**src/rtl/param_stack.sv**
```systemverilog
// param_stack: parametrised LIFO with occupancy count, programmable
// almost-full/almost-empty flags, a registered top-of-stack word, a pop-valid
// strobe, sticky overflow/underflow flags and a synchronous clear.
// Push and pop together replace the top entry, or pass the input word
// straight through when the stack is empty.
module param_stack #(
    parameter int DATA_W   = 8,
    parameter int DEPTH    = 8,
    parameter int AF_LEVEL = DEPTH - 1,
    parameter int AE_LEVEL = 1
) (
    input  logic                       clk,
    input  logic                       RstN,
    input  logic                       Clear,
    input  logic                       Push,
    input  logic                       Pop,
    input  logic [DATA_W-1:0]          Data_In,
    output logic [DATA_W-1:0]          Data_Out,
    output logic                       Out_Valid,
    output logic [DATA_W-1:0]          Top,
    output logic [$clog2(DEPTH+1)-1:0] Count,
    output logic                       Full,
    output logic                       Empty,
    output logic                       Almost_Full,
    output logic                       Almost_Empty,
    output logic                       Overflow,
    output logic                       Underflow
);

    localparam int CW = $clog2(DEPTH + 1);
    localparam int AW = $clog2(DEPTH);

    localparam logic [CW-1:0] DEPTH_C = CW'(DEPTH);
    localparam logic [CW-1:0] AF_C    = CW'(AF_LEVEL);
    localparam logic [CW-1:0] AE_C    = CW'(AE_LEVEL);
    localparam logic [CW-1:0] ONE_C   = CW'(1);

    // One decoded operation per cycle; Clear outranks any request.
    typedef enum logic [2:0] {
        OP_IDLE,
        OP_CLEAR,
        OP_PUSH,
        OP_OVF,
        OP_POP,
        OP_UNF,
        OP_REPLACE,
        OP_PASS
    } op_e;

    logic [DATA_W-1:0] mem [DEPTH];

    logic [CW-1:0]     count_q, count_d;
    logic [DATA_W-1:0] top_q, top_d;
    logic [DATA_W-1:0] dout_q, dout_d;
    logic              valid_q, valid_d;
    logic              ovf_q, ovf_d;
    logic              unf_q, unf_d;
    logic              full_q, empty_q, af_q, ae_q;

    op_e               op;
    logic              mem_we;
    logic [AW-1:0]     mem_wa;
    logic [AW-1:0]     cnt_lo;
    logic [AW-1:0]     top_idx;
    logic [AW-1:0]     below_idx;

    // Entry indices derived from the occupancy. N-1 and N-2 are always below
    // DEPTH, so modulo-2^AW arithmetic on the low bits yields them exactly; the
    // guards keep an empty or single-entry stack from forming a stray address.
    assign cnt_lo    = AW'(count_q);
    assign top_idx   = (count_q != '0)   ? cnt_lo - AW'(1) : '0;
    assign below_idx = (count_q >= 2'd2) ? cnt_lo - AW'(2) : '0;

    // Decode the request against the current occupancy.
    always_comb begin
        op = OP_IDLE;
        if (Clear)
            op = OP_CLEAR;
        else if (Push && Pop)
            op = (count_q == '0) ? OP_PASS : OP_REPLACE;
        else if (Push)
            op = (count_q == DEPTH_C) ? OP_OVF : OP_PUSH;
        else if (Pop)
            op = (count_q == '0) ? OP_UNF : OP_POP;
    end

    // Next-state values for the stack registers and the memory write port.
    // NOTE: every output of a combinational block gets a default before the
    // case, so no path leaves a variable unassigned and no latch is inferred.
    always_comb begin
        count_d = count_q;
        top_d   = top_q;
        dout_d  = dout_q;
        valid_d = 1'b0;
        ovf_d   = ovf_q;
        unf_d   = unf_q;
        mem_we  = 1'b0;
        mem_wa  = cnt_lo;
        case (op)
            OP_CLEAR: begin
                count_d = '0;
                top_d   = '0;
                ovf_d   = 1'b0;
                unf_d   = 1'b0;
            end
            OP_PUSH: begin
                mem_we  = 1'b1;
                mem_wa  = cnt_lo;
                count_d = count_q + ONE_C;
                top_d   = Data_In;
            end
            OP_OVF: ovf_d = 1'b1;
            OP_POP: begin
                dout_d  = mem[top_idx];
                valid_d = 1'b1;
                count_d = count_q - ONE_C;
                top_d   = (count_q == ONE_C) ? '0 : mem[below_idx];
            end
            OP_UNF: unf_d = 1'b1;
            OP_REPLACE: begin
                dout_d  = mem[top_idx];
                valid_d = 1'b1;
                mem_we  = 1'b1;
                mem_wa  = top_idx;
                top_d   = Data_In;
            end
            OP_PASS: begin
                dout_d  = Data_In;
                valid_d = 1'b1;
            end
            default: ;
        endcase
    end

    // Storage array; writes are suppressed while reset is asserted.
    // NOTE: the memory has no reset -- contents are only meaningful below
    // Count, and leaving it unreset lets it map onto plain RAM.
    always_ff @(posedge clk) begin
        if (mem_we && RstN)
            mem[mem_wa] <= Data_In;
    end

    // Stack state and flags, all registered from the next occupancy.
    // NOTE: clocked state uses non-blocking assignment so every register
    // samples pre-edge values regardless of statement order.
    always_ff @(posedge clk or negedge RstN) begin
        if (!RstN) begin
            count_q <= '0;
            top_q   <= '0;
            dout_q  <= '0;
            valid_q <= 1'b0;
            ovf_q   <= 1'b0;
            unf_q   <= 1'b0;
            full_q  <= 1'b0;
            empty_q <= 1'b1;
            af_q    <= (AF_C == '0);
            ae_q    <= 1'b1;
        end else begin
            count_q <= count_d;
            top_q   <= top_d;
            dout_q  <= dout_d;
            valid_q <= valid_d;
            ovf_q   <= ovf_d;
            unf_q   <= unf_d;
            full_q  <= (count_d == DEPTH_C);
            empty_q <= (count_d == '0);
            af_q    <= (count_d >= AF_C);
            ae_q    <= (count_d <= AE_C);
        end
    end

    assign Data_Out     = dout_q;
    assign Out_Valid    = valid_q;
    assign Top          = top_q;
    assign Count        = count_q;
    assign Full         = full_q;
    assign Empty        = empty_q;
    assign Almost_Full  = af_q;
    assign Almost_Empty = ae_q;
    assign Overflow     = ovf_q;
    assign Underflow    = unf_q;

endmodule

```
**config.mk**
```make
export PLATFORM = sky130hd
export DESIGN_NAME = param_stack
export DESIGN_NICKNAME = d
export VERILOG_FILES = /design/src/rtl/param_stack.sv
export SDC_FILE = /design/constraint.sdc
export NUM_CORES = 1
export LEC_CHECK = 0
export BUFFER_PORTS_ARGS = -buffer_cell sky130_fd_sc_hd__clkbuf_2
export CORE_AREA = 2 2 129 68
export CTS_CLUSTER_SIZE = 8
export DETAILED_ROUTE_END_ITERATION = 7
export DIE_AREA = 0 0 131 70
export GPL_ROUTABILITY_DRIVEN = 0
export PLACE_DENSITY = 0.77
export REMOVE_ABC_BUFFERS = 1
export SLEW_MARGIN = 10
export SYNTH_ARGS = -nofsm -noshare
export SYNTH_HDL_FRONTEND = slang
export SYNTH_SLANG_ARGS = --single-unit
```
**constraint.sdc**
```tcl
create_clock -name clk -period 6.3 [get_ports clk]
set_input_delay 0.315 -clock clk [delete_from_list [all_inputs] [get_ports clk]]
set_output_delay 0.315 -clock clk [all_outputs]
set_load 0.02 [all_outputs]
```
==> flow_metrics.tcl, run 1 <==
set metrics [dict create \
    nets 460 \
    synth_top_flop_cell "edfxtp_1" \
    path_cells "inv_1 -> ha_1 -> nor3b_2 -> nor2_1 -> a21oi_1 -> nor3b_1" \
    critPathMaxFanout 18 \
    layout-drive-gt1-share_pct 17.3 \
    num-fill-cells 669 \
    cts_made_buffers 9 \
    p_switching_w 0.00105 \
    antenna-diode-count 0 \
    insertion_delay_ns 0.35 \
    antenna_found_initial 0 \
    hp-class "primary input to flip-flop" \
    comb_power_share_pct 46.3 \
    fin_crit_ns 3.89 \
    grt_pass1_vias 3485 \
    rows 24 \
    worst_path_max_delay_cell "nor3b_1" \
    syn_area_um2 4610 \
    ant_nets 0 \
    intPower_w 0.00136 \
    leakagePower_nw 1.90 \
    setup_viol 0 \
    cts_tree "done" \
    post_dp_cell_area_um2 4900 \
    worst_clock_skew_ns 0.00757 \
    r2r_setup_slack_ns 2.41 \
    synth_most_common_cell "edfxtp_1" \
    final_core_util_pct 63.0 \
    path_clk_slew_ns 0.07 \
    syn_to_final_growth_pct 12.9 \
    synthArstFlopShare_pct 29.7 \
    rsz0062_at_grt "false" \
    cts_max_path_buffers 2 \
    first_pass_iters 6 \
    synth_warnings 0 \
    routedWlPerCell_um 25.2 \
    synth_top_area_share_pct 41.7 \
    cap_violations 0 \
    die_h_um 70 \
    drt_wl_total_um 14200 \
    syn_inst 405 \
    cellPowerDensity_nw_per_um2 463 \
    p_seq_share_pct 32.4 \
    holdWs_ns 0.291 \
    grt_pass1_wl_um 21100 \
    coreArea_um2 8260 \
    hpwl_um 10100 \
    worstPathArrival_ns 3.85 \
    via_per_inst 6.75 \
    root_buffer "clkbuf_16" \
    crit_required_ns 6.27 \
    synth_cell_types 57 \
    numClockSinks 91 \
    post-route-period-util_pct 61.7 \
    fin_cells 562 \
    cpPeakStageDelay_ns 1.03 \
    grt_overflow 0 \
    finalSetupTns_ns 0 \
    finalHoldViolCount 0 \
    startpoint_type "flip-flop" \
    ir_drop_mv 0.188 \
    max_freq_mhz 257 \
    cts_setup_buffers 0 \
    fin_area_um2 5210 \
    crit_family "simple AND/OR/NAND/NOR gates" \
    synth_edf_count 64 \
    drv_slew 0 \
    critPathKind "flip-flop to flip-flop" \
    ys_seq_area_share_pct 56.4 \
    status "complete, no violations" \
    die_area_um2 9170 \
    crit_path_end_kind "flip-flop" \
    die_w_um 131 \
    vias 3794 \
    start_util_pct 55.8 \
    ys_seq_elements 91 \
    tightest_slew_ns 1.20 \
    synthTopCellsByCount "edfxtp_1, nand2_1, nor2_1, dfrtp_1, a21oi_1" \
    slew_headroom_pct 19.9 \
    synth_top_cells_by_area "edfxtp_1, dfrtp_1, mux2i_1, nand2_1, nor2_1" \
    p_clk_share_pct 21.3 \
    drt_iter0_drc 666 \
    drc 0 \
    grt_start_max_net_pins 53 \
    sw_frac_of_total_pct 43.6 \
    synth_top_area_cell "edfxtp_1" \
    place_inst 545 \
    port_buffers 39 \
    worst-path-buf-inv 1 \
    grtUsageTotal_pct 32.6 \
    htree_levels 3 \
    synth_area_per_cell_um2 11.4 \
    num_io_pins 40 \
]
-- area by class of cell --
class,instances,area [um^2],area share (%)
sequential,91,2600,50.0
multi-input combinational,277,1870,36.0
timing repair buffer,46,250,4.81
clock buffer,9,225,4.33
tap,117,146,2.81
inverter,15,56.3,1.08
clock inverter,7,52.6,1.01
-- metrics by stage --
| stage | power [W] | setup slack, ns |
|---|---|---|
| after global routing | 0.00251 | 2.10 |
| after detailed placement | 0.00186 | 2.37 |
| after CTS | 0.00236 | 2.33 |
| final | 0.00241 | 2.41 |
| after floorplan | 0.00150 | 2.14 |
| after global placement | 0.00183 | 2.70 |
-- path summary, 6_finish.rpt --
path / start / endpoint / cells past startpoint
max reg2reg: Count[1] / mem[4][2] / 6
min in group asynchronous: RstN / Count[1] / 3
max in group asynchronous: RstN / Almost_Empty / 3
min reg2reg: Data_Out[6] / Data_Out[6] / 1
max: Count[1] / mem[4][2] / 6
min: Clear / Underflow / 2
-- power by group through the flow --
stage / clock (W) / sequential [W] / combinational [W]
floorplan: 0 / 0.000884 / 0.000617
global placement: 0 / 0.000788 / 0.00105
detailed placement: 0 / 0.000792 / 0.00106
CTS: 0.000515 / 0.000779 / 0.00107
global route: 0.000537 / 0.000791 / 0.00118
finish: 0.000514 / 0.000780 / 0.00112
-- logic make-up (layout without fill, tap and decap cells) --
logic type / Yosys count / in the layout / synth area share [%]
adders and majority gates: 7 / 7 / 1.90
buffers and inverters: 37 / 77 / 3.42
xor gates and xnor gates: 2 / 2 / 0.380
muxes: 21 / 21 / 4.72
DFF: 91 / 91 / 56.4
and+or+nand+nor: 123 / 123 / 13.0
AOI/OAI and AO/OA: 124 / 124 / 20.2
-- sequential cells by signal, summed over array words and instances, names as in the netlist --
name,count
Almost_Full,1
Data_Out,8
Underflow,1
Overflow,1
Full,1
Almost_Empty,1
mem,64
Count,4
Top,8
Empty,1
Out_Valid,1
-- cells in the final DEF (no fill, tap or decap), drive strengths merged, types with 3 or more instances in the layout --
cell type / instances
nand2: 37
o2bb2ai: 8
nor2: 37
inv: 17
dfrtp: 25
o221ai: 8
buf: 6
a211oi: 13
nand2b: 4
nand3b: 3
o22ai: 11
a31oi: 5
a22o: 4
a211o: 3
a32oi: 9
a221oi: 6
and2: 9
a21oi: 20
clkbuf: 48
mux2i: 15
a221o: 8
mux2: 6
clkinv: 4
nor3b: 7
edfxtp: 64
nor3: 9
o21ai: 11
nor2b: 4
ha: 7
o21a: 3
-- per-layer routing --
metal,share of wire (%),global-route usage (%),vias up
met5,0,0,-
met2,38,39.2,284
li1,-,-,1638
met4,1.9,8.75,0
met3,17,17.8,35
met1,43,49.7,1837
-- what timing repair did --
item                                    4_1_cts  5_1_grt
resized for setup                             0        0
endpoints found under the setup margin        0        0
endpoints found under the hold margin        25        0
hold buffers                                  1        0
Power figures use the tool's default switching activity.
==> run 2, diff against run 1 <==
Clock period 6.3 ns to 3.7 ns, I/O delays scaled along.
==> flow_metrics.tcl, run 2 (synthesis gave the netlist of run 1 again) <==
set metrics [dict create \
    status "complete, no violations" \
    p_switching_w 0.00179 \
    grt_start_max_net_pins 53 \
    htree_levels 3 \
    setup_slack_ns 0.226 \
    critPathKind "flip-flop to flip-flop" \
    cellPowerDensity_nw_per_um2 801 \
    rows 24 \
    final_core_util_pct 64.4 \
    grt_overflow 0 \
    die_area_um2 9170 \
    grt_pass1_vias 3558 \
    final_common_cell "edfxtp_1" \
    sw_frac_of_total_pct 42.1 \
    nets 473 \
    hpwl_um 9460 \
    drv_slew 0 \
    num_io_pins 40 \
    slew_headroom_pct 21.5 \
    worstHoldStart "Clear" \
    tightest_slew_ns 1.18 \
    fin_crit_ns 3.47 \
    ant_nets 0 \
    drc 0 \
    finalSetupTns_ns 0 \
    rsz0062_at_grt "false" \
    ir_drop_mv 0.337 \
    routedWlPerCell_um 23.7 \
    setup_viol 0 \
    layout-drive-gt1-share_pct 19.0 \
    max_freq_mhz 288 \
    numClockSinks 91 \
    comb_power_share_pct 46.0 \
    grtUsageTotal_pct 30.6 \
    crit_required_ns 3.77 \
    die_h_um 70 \
    worst_clock_skew_ns 0.00428 \
    startpoint_type "flip-flop" \
    regMostFlops "mem" \
    p_seq_share_pct 31.1 \
    root_buffer "clkbuf_16" \
    cts_tree "done" \
    grt_pass1_wl_um 20200 \
    critPathLaunch "Count[1]" \
    die_w_um 131 \
    largest_reg_flops 64 \
    insertion_delay_ns 0.35 \
    worstPathArrival_ns 3.54 \
    antenna_found_initial 0 \
    cap_violations 0 \
    reg2reg_from "Count[1]" \
    coreArea_um2 8260 \
    layout_common_cells "edfxtp_1, clkbuf_2, nand2_1, nor2_1, dfrtp_1" \
    p_clk_share_pct 22.9 \
    port_buffers 39 \
    crit_path_end_kind "flip-flop" \
    syn_to_final_growth_pct 15.4 \
    antenna-diode-count 0 \
    cts_made_buffers 9 \
    leakagePower_nw 1.98 \
    holdWs_ns 0.148 \
    place_ws_ns 0.401 \
    first_pass_iters 5 \
    hp-class "primary input to flip-flop" \
    drt_iter0_drc 652 \
    post-route-period-util_pct 93.9 \
    critPathMaxFanout 18 \
    start_util_pct 55.8 \
    finalPower_w 0.00426 \
    cts_max_path_buffers 2 \
    drt_wl_total_um 13600 \
    via_per_inst 6.71 \
    vias 3850 \
    finalHoldViolCount 0 \
    num-fill-cells 654 \
    path_clk_slew_ns 0.06 \
    cts_resized 0 \
    intPower_w 0.00247 \
]
[run 2: cell types whose count changed in the layout (fill, tap and decap cells not counted), moves of 2 or more]
cell / change
nor3b_2: -2
buf_4: +13
bufinv_16: +2
nor3b_1: +2
nor3_2: -2
clkinv_1: -2
nor3_1: +2
[run 2: per-layer routing]
layer	global-route usage, %	vias up	share of wire (%)	routed length [um]
met4	11.5	0	2.3	318
met1	45.3	1824	41	5610
met5	0	-	0	0
met3	11.9	37	15	2080
li1	-	1668	-	-
met2	40.4	321	41	5600
[run 2: repair_timing]
item | 4_1_cts | 5_1_grt
endpoints found under the hold margin | 6 | 0
hold buffers | 1 | 0
buffers inserted | 0 | 0
setup endpoints to repair | 0 | 0
[run 2: power by group through the flow]
stage	logic [W]	registers, W	clock network [W]
after global placement	0.00184	0.00134	0
after detailed placement	0.00187	0.00134	0
after global routing	0.00205	0.00134	0.00102
after floorplan	0.00105	0.00151	0
final	0.00196	0.00132	0.000977
after CTS	0.00188	0.00132	0.000983
[run 2: worst paths after layout]
path | end | slack [ns] | cells past startpoint
setup / recovery | mem[0][7] | 0.23 | 8
hold / removal | Overflow | 0.15 | 2
setup reg to reg | mem[0][7] | 0.23 | 8
hold reg to reg | Overflow | 0.50 | 2
max in group asynchronous | Almost_Empty | 2.79 | 3
min in group asynchronous | Data_Out[2] | 0.27 | 2
[run 2: cell type report]
class	instances	area, um^2	share of cell area (%)
Clock buffer	9	225	4.23
Clock inverter	6	90.1	1.69
Inverter	15	56.3	1.06
Multi-Input combinational cell	277	1850	34.8
Sequential cell	91	2600	48.9
Tap cell	117	146	2.75
Timing Repair Buffer	59	348	6.54
[run 2: worst max-delay path, stage by stage (launching register included)]
cell and delay [ns]:
dfrtp_1 0.51, inv_1 0.23, ha_1 0.51, nor3b_2 0.56, nor2_1 0.15, a21oi_1 0.42
nand2_1 0.14, nor2_1 0.43, buf_4 0.23
[run 2: through the flow]
step	cell area, um^2	instances
after global placement	5000	558
after global routing	5320	574
after floorplan	4510	383
after CTS	5320	574
final	5320	574
after detailed placement	5000	558
==> run 3, diff against run 2 <==
Settings changed: BUFFER_PORTS_ARGS -buffer_cell sky130_fd_sc_hd__clkbuf_2 to -buffer_cell sky130_fd_sc_hd__buf_2, CORE_AREA 2 2 129 68 to 2 2 179 93, DIE_AREA 0 0 131 70 to 0 0 181 95, PLACE_DENSITY 0.77 to unset.
==> flow_metrics.tcl, run 3 (synthesis gave the netlist of run 1 again) <==
set metrics [dict create \
    critPathMaxFanout 18 \
    rsz0062_at_grt "false" \
    cellPowerDensity_nw_per_um2 773 \
    holdPathStages 2 \
    drt_wl_total_um 15100 \
    regMostFlops "mem" \
    finalHoldViolCount 0 \
    r2r_setup_slack_ns 0.14 \
    grtUsageTotal_pct 18.0 \
    tightest_slew_ns 1.06 \
    nets 476 \
    vias 3821 \
    holdWs_ns 0.138 \
    cts_max_path_buffers 2 \
    cts_made_buffers 9 \
    leakagePower_nw 1.98 \
    hp-class "primary input to flip-flop" \
    setup_viol 0 \
    insertion_delay_ns 0.35 \
    root_buffer "clkbuf_16" \
    fin_cells 670 \
    drv_slew 0 \
    grt_start_max_net_pins 52 \
    numClockSinks 91 \
    hpwl_um 11100 \
    ant_nets 0 \
    die_h_um 95 \
    rr_endpoint "mem[3][1]" \
    num_io_pins 40 \
    antenna_found_initial 0 \
    path_clk_slew_ns 0.07 \
    fin_area_um2 5410 \
    syn_to_final_growth_pct 17.4 \
    place_inst 654 \
    worstPathArrival_ns 3.62 \
    fin_crit_ns 3.56 \
    start_util_pct 29.1 \
    drc 0 \
    worst_clock_skew_ns 0.0122 \
    num-fill-cells 1586 \
    cts_tree "done" \
    routedWlPerCell_um 22.5 \
    startpoint_type "flip-flop" \
    layout-drive-gt1-share_pct 19.3 \
    slew_headroom_pct 29.1 \
    worstHoldStart "Clear" \
    drt_iter0_drc 530 \
    first_pass_iters 5 \
    setup_slack_ns 0.144 \
    grt_overflow 0 \
    rows 33 \
    die_w_um 181 \
    grt_pass1_wl_um 22300 \
    crit_path_end_kind "flip-flop" \
    post_dp_cell_area_um2 5130 \
    place_ws_ns 0.416 \
    die_area_um2 17200 \
    layout_common_cells "edfxtp_1, buf_2, nand2_1, nor2_1, dfrtp_1" \
    max_freq_mhz 281 \
    min_to "Underflow" \
    largest_reg_flops 64 \
    crit_required_ns 3.76 \
    cap_violations 0 \
    htree_levels 3 \
    coreArea_um2 15900 \
    final_common_cell "edfxtp_1" \
    antenna-diode-count 0 \
    reg2reg_from "Count[1]" \
    ir_drop_mv 0.416 \
    post-route-period-util_pct 96.1 \
    status "complete, no violations" \
    finalSetupTns_ns 0 \
    grt_pass1_vias 3546 \
    port_buffers 39 \
    worstRegToRegCells 7 \
    critPathKind "flip-flop to flip-flop" \
    via_per_inst 5.70 \
]
run 3: cell type report:
| cell class | count | area, um^2 | area share [%] |
|---|---|---|---|
| sequential | 91 | 2600 | 48.1 |
| multi-input combinational | 277 | 1850 | 34.3 |
| timing repair buffer | 62 | 370 | 6.84 |
| tap | 210 | 263 | 4.85 |
| clock buffer | 9 | 225 | 4.16 |
| inverter | 15 | 56.3 | 1.04 |
| clock inverter | 6 | 42.5 | 0.786 |
run 3: per-stage QoR:
step	utilization (%)	total power, W
floorplan	-	0.00256
global placement	32.4	0.00326
detailed placement	32.4	0.00328
CTS	34.1	0.00414
global route	34.1	0.00439
finish	34.1	0.00418
run 3: how the worst max path moves through the flow:
| stage | depth (start not counted) | slack, ns | end | start |
|---|---|---|---|---|
| 6_report | 7 | 0.14 | mem[3][1] | Count[1] |
| 5_1_grt | 7 | 0.04 | mem[3][1] | Count[1] |
| 4_1_cts | 7 | 0.37 | mem[3][1] | Count[1] |
| 3_5_place_dp | 9 | 0.42 | mem[3][1] | Count[1] |
| 3_3_place_gp | 9 | 0.48 | mem[3][0] | Count[1] |
| 2_1_floorplan | 7 | -0.46 | Top[0] | Count[0] |
run 3: critical path, cell delays in order, from the launching register on:
cell,delay [ns]
dfrtp_1,0.49
inv_1,0.22
ha_1,0.52
or3b_1,0.58
a21oi_1,0.21
a21oi_1,0.13
nor3b_1,0.82
buf_4,0.29
run 3: layer usage:
metal	wire length, um	up-vias	global-route usage, %	part of all wire [%]
li1	-	1677	-	-
met1	7290	1866	27.3	48
met2	5500	253	22.1	37
met3	2050	25	8.72	14
met4	221	0	3.66	1.5
met5	0	-	0	0
run 3: repair_timing:
item | in CTS | in global routing
resized for setup | 0 | 0
hold buffers | 1 | 0
buffers inserted | 0 | 0
hold endpoints to repair | 25 | 0
run 3: power by group:
| part | switching [W] | internal (W) |
|---|---|---|
| combinational | 0.00133 | 0.000674 |
| clock | 0.000406 | 0.000453 |
| sequential | 0.0000922 | 0.00123 |
| total | 0.00183 | 0.00235 |
